**config.mk**
```make
export PLATFORM = sky130hd
export DESIGN_NAME = next_state_sequencer
export DESIGN_NICKNAME = d
export VERILOG_FILES = /design/src/rtl/next_state_sequencer.sv
export SDC_FILE = /design/constraint.sdc
export NUM_CORES = 1
export LEC_CHECK = 0
export BUFFER_PORTS_ARGS = -buffer_cell sky130_fd_sc_hd__buf_2
export CELL_PAD_IN_SITES_DETAIL_PLACEMENT = 0
export CELL_PAD_IN_SITES_GLOBAL_PLACEMENT = 2
export CORE_ASPECT_RATIO = 1.25
export CORE_MARGIN = 3
export CORE_UTILIZATION = 31
export DETAILED_ROUTE_END_ITERATION = 8
export PLACE_DENSITY = 0.91
export SYNTH_ARGS = -nofsm -noshare
export SYNTH_HDL_FRONTEND = slang
export SYNTH_SLANG_ARGS = --single-unit
```
**constraint.sdc**
```tcl
create_clock -name clk -period 2.4 [get_ports clk]
set_input_delay 0.48 -clock clk [delete_from_list [all_inputs] [get_ports clk]]
set_output_delay 0.48 -clock clk [all_outputs]
set_load 0.1 [all_outputs]
```
**src/rtl/next_state_sequencer.sv**
```systemverilog
// rtl/next_state_sequencer.sv - microsequencer: next microstore address select with moc watchdog
module next_state_sequencer #(
  parameter int                 STATE_W     = 10,
  parameter int                 MOC_TIMEOUT = 15,
  parameter logic [STATE_W-1:0] ERR_STATE   = 10'd2,
  parameter logic [STATE_W-1:0] FETCH_STATE = 10'd0
) (
  input  logic               clk,
  input  logic               reset_n,
  input  logic [2:0]         N,
  input  logic               inv,
  input  logic [STATE_W-1:0] cr,
  input  logic [STATE_W-1:0] enc_state,
  input  logic               cond,
  input  logic               moc,
  output logic [STATE_W-1:0] state,
  output logic [STATE_W-1:0] incr_state,
  output logic [7:0]         wait_cnt,
  output logic               bus_error
);

  localparam logic [2:0] N_DISPATCH = 3'b000;
  localparam logic [2:0] N_FETCH    = 3'b001;
  localparam logic [2:0] N_JUMP     = 3'b010;
  localparam logic [2:0] N_BRANCH   = 3'b011;
  localparam logic [2:0] N_SEQ      = 3'b100;
  localparam logic [2:0] N_WAIT     = 3'b101;
  localparam logic [2:0] N_CJUMP    = 3'b110;

  localparam logic [7:0] TIMEOUT_LAST = 8'(MOC_TIMEOUT - 1);

  logic               t;
  logic               m;
  logic               waiting;
  logic               trap;
  logic [STATE_W-1:0] mux_state;
  logic [STATE_W-1:0] next_state;

  assign t       = cond ^ inv;
  assign m       = moc ^ inv;
  assign waiting = (N == N_WAIT) && !m;
  // A completing moc makes the cycle non-waiting, so it always beats the trap.
  assign trap    = waiting && (wait_cnt == TIMEOUT_LAST);

  always_comb begin
    mux_state = FETCH_STATE;
    case (N)
      N_DISPATCH: mux_state = enc_state;
      N_FETCH:    mux_state = FETCH_STATE;
      N_JUMP:     mux_state = cr;
      N_BRANCH:   mux_state = t ? cr : incr_state;
      N_SEQ:      mux_state = incr_state;
      N_WAIT:     mux_state = m ? incr_state : state;
      N_CJUMP:    mux_state = t ? cr : enc_state;
      default:    mux_state = FETCH_STATE;
    endcase
    next_state = trap ? ERR_STATE : mux_state;
  end

  always_ff @(posedge clk or negedge reset_n) begin
    if (!reset_n) begin
      state      <= FETCH_STATE;
      incr_state <= FETCH_STATE + STATE_W'(1);
      wait_cnt   <= 8'd0;
      bus_error  <= 1'b0;
    end else begin
      state      <= next_state;
      incr_state <= next_state + STATE_W'(1);
      if (trap) begin
        wait_cnt  <= 8'd0;
        bus_error <= 1'b1;
      end else if (waiting) begin
        if (wait_cnt != 8'hFF) wait_cnt <= wait_cnt + 8'd1;
      end else begin
        wait_cnt <= 8'd0;
      end
    end
  end

endmodule

```
==> flow_summary.toml <==
[yosys]
ys.flop_type = "dfrtp_1"
synth-edff-count = 0
netlist_area_sq_um = 1840
ys_seq_elements = 29
synth_cells = 185
ys_types = 59
yosysSeqAreaShare_pct = 39.5
avgSynthCellArea_sq_um = 9.96
synth_nets = 216
async_reset_ff_share_pct = 100
yosys_warnings = 0

[layout]
drive_gt1_share_pct = 46.0
num_antenna_cells = 0
nets = 304
fill_cells = 564
post-route-util_pct = 44.6
areaGrowthSynthToFinish_pct = 35.4
final_cell_area_sq_um = 2490

[sta]
clock_skew_ns = 0.0108
setup_viol = 0
setup_tns_ns = 0
worstMarginPinSlew_ns = 0.664
rsz0062_at_grt = "no"
slew_headroom_pct = 55.7
drv_slew = 0
max_freq_ghz = 0.452
fin_crit_sh_pct = 92.3
fin_crit_ns = 2.21
hold_viol = 0

[global_routing]
gr-total-overflow = 0
antenna_found_initial = 0
grtUsageTotal_pct = 16.3
grt_pass1_vias = 1838
grt_pass1_wl_mm = 8.64
grt_max_degree = 30

[power_and_ir_drop]
clockPowerShare_pct = 24.9
switchingPower_uw = 713
p_int_uw = 933
comb_power_share_pct = 40.6
ir_worst_vdd_uv = 269
seqPwrFrac_pct = 34.6
power_density_nw_per_um2 = 660
p_leak_nw = 1.22
switching_share_pct = 43.3
total_power_mw = 1.65

[worst_hold_path]
hold_path.class = "in2async"

[placed_design]
dp_hpwl_mm = 4.25
port_buffers = 56
gp_congestion = 0.822
placed_area_sq_um = 2390

[floorplanning]
chipWidth_um = 74.9
initial_utilization_pct = 32.9
core_sq_um = 5590
die_h_um = 92.2
std_cell_rows = 30
die-area_sq_um = 6910
ioPinCount = 57

[setup_path]
slowest_delay_ns = 0.52
r2r_start = "wait_cnt[5]$_DFFE_PN0P_"
crit_chain = "nor4_4, nand3_1, nor2_2, and2b_2, nand2_1, inv_1, ha_1, o21ai_0, nand4b_1, xor2_1, nor2_1"
cp_num_buf_inv = 1
arrival_ns = 2.38
r2r_setup_slack_ns = 0.19
crit_family = "simple AND/OR/NAND/NOR gates"
cp_slowest_cell = "dfrtp_4"
cp_max_fo = 6
endpoint_kind = "register"
worst_r2r_path_depth = 11
required_ns = 2.57
worstSetupPathType = "reg2reg"
crit_path_start_kind = "register"
reg2reg_to = "incr_state[6]$_DFF_PN0_"

[routing]
met1_length_mm = 2.25
dr.pass1.iters = 4
wl_met2_mm = 2.60
drtIter0Drc = 77
top_layer_used = "met4"
via_count = 1761
wl_mm = 5.29
drtAntennaViolNets = 0
vias_per_cell = 5.21
drc = 0
dr_wl_met3_um = 301
wl_per_cell_um = 15.7

[clock_tree]
cts_sinks = 29
insertion_delay_ns = 0.28
numCtsBuffers = 5
cts_tree = "built"
cts_buffer_depth = 2
root_buffer = "clkbuf_8"
clkSlewWorstSetupHoldPaths_ns = 0.07
h-tree-depth = 2

[run]
cap_viol_max_count = 0

[run_status]
status = "finished, final reports clean"
## cell usage in the layout (no fill, tap or decap), types with 4 or more instances in the layout
| master | count |
|---|---|
| dfrtp_2 | 5 |
| inv_1 | 6 |
| a31oi_1 | 7 |
| nand3_1 | 12 |
| xor2_1 | 9 |
| nor3_1 | 5 |
| nor2_1 | 10 |
| buf_2 | 56 |
| dfrtp_1 | 20 |
| clkbuf_8 | 6 |
| buf_4 | 32 |
| o21ai_0 | 8 |
| a22oi_1 | 9 |
| nand4_1 | 4 |
| and3_1 | 7 |
| nand2_1 | 11 |
## worst max path at each step
stage | end | depth (start not counted) | startpoint | slack (ns)
floorplan | incr_state[6]$_DFF_PN0_ | 11 | wait_cnt[4]$_DFFE_PN0P_ | 0.01
global placement | incr_state[6]$_DFF_PN0_ | 12 | inv | -0.02
detailed placement | incr_state[6]$_DFF_PN0_ | 12 | inv | -0.08
CTS | incr_state[6]$_DFF_PN0_ | 11 | wait_cnt[4]$_DFFE_PN0P_ | 0.08
global route | incr_state[6]$_DFF_PN0_ | 11 | wait_cnt[5]$_DFFE_PN0P_ | 0.002
finish | incr_state[6]$_DFF_PN0_ | 11 | wait_cnt[5]$_DFFE_PN0P_ | 0.19
## kinds of logic (layout without fill, tap and decap cells)
logic type	after synthesis	in the layout	share of synthesized area, %
flip-flops	29	29	39.5
XOR/XNOR	12	12	6.11
AO/OA/AOI/OAI	45	45	18.9
multiplexers	5	5	2.85
adder cells (fa/ha/maj)	4	4	2.58
buffers and inverters	13	102	5.23
AND/OR/NAND/NOR	77	77	24.9
## flip-flops by register name, summed over array words and instances, names as in the netlist
name,count
incr_state,10
bus_error,1
state,10
wait_cnt,8
## cell type report
cell class	count	area, sq um	area share [%]
Multi-Input combinational cell	143	1040	41.5
Sequential cell	29	744	29.9
Timing Repair Buffer	88	520	20.9
Clock buffer	8	90.1	3.61
Tap cell	64	80.1	3.21
Inverter	6	22.5	0.903
## power groups by stage
stage	sequential (mW)	combinational (mW)	clock, mW
global placement	0.577	0.668	0
floorplan	0.902	0.160	0
finish	0.569	0.668	0.409
global route	0.572	0.704	0.444
detailed placement	0.577	0.670	0
CTS	0.568	0.673	0.421
## timing repair
item / 4_1_cts / 5_1_grt
hold buffers: 0 / 0
buffers inserted: 0 / 0
setup endpoints to repair: 0 / 3
resized for setup: 0 / 2
## synth_stat cells (all sizes together), types with 5 or more instances
master	number	share of area, %
inv	6	1.2
and3	7	2.4
o21ai	9	2.4
dfrtp	28	38
a22oi	9	3.7
a31oi	8	3.5
nor3	6	1.9
nand2	12	2.6
nand4	5	2.5
nor2	11	2.2
xor2	9	4.3
nand3	14	4.3
clkbuf	5	3.2
## through the flow
stage	hold slack, ns	setup WS, ns	cells
detailed placement	0.471	-0.0795	330
finish	0.238	0.186	338
global route	0.280	0.00222	338
global placement	0.473	-0.0215	330
floorplan	0.184	0.0101	185
CTS	0.248	0.0846	338
## layer usage
layer	vias to the layer above	global-route usage [%]
li1	863	-
met1	820	19.4
met2	66	27.9
met3	12	2.96
met4	0	6.38
met5	-	0
No activity file was read; power rests on OpenSTA's default activity.
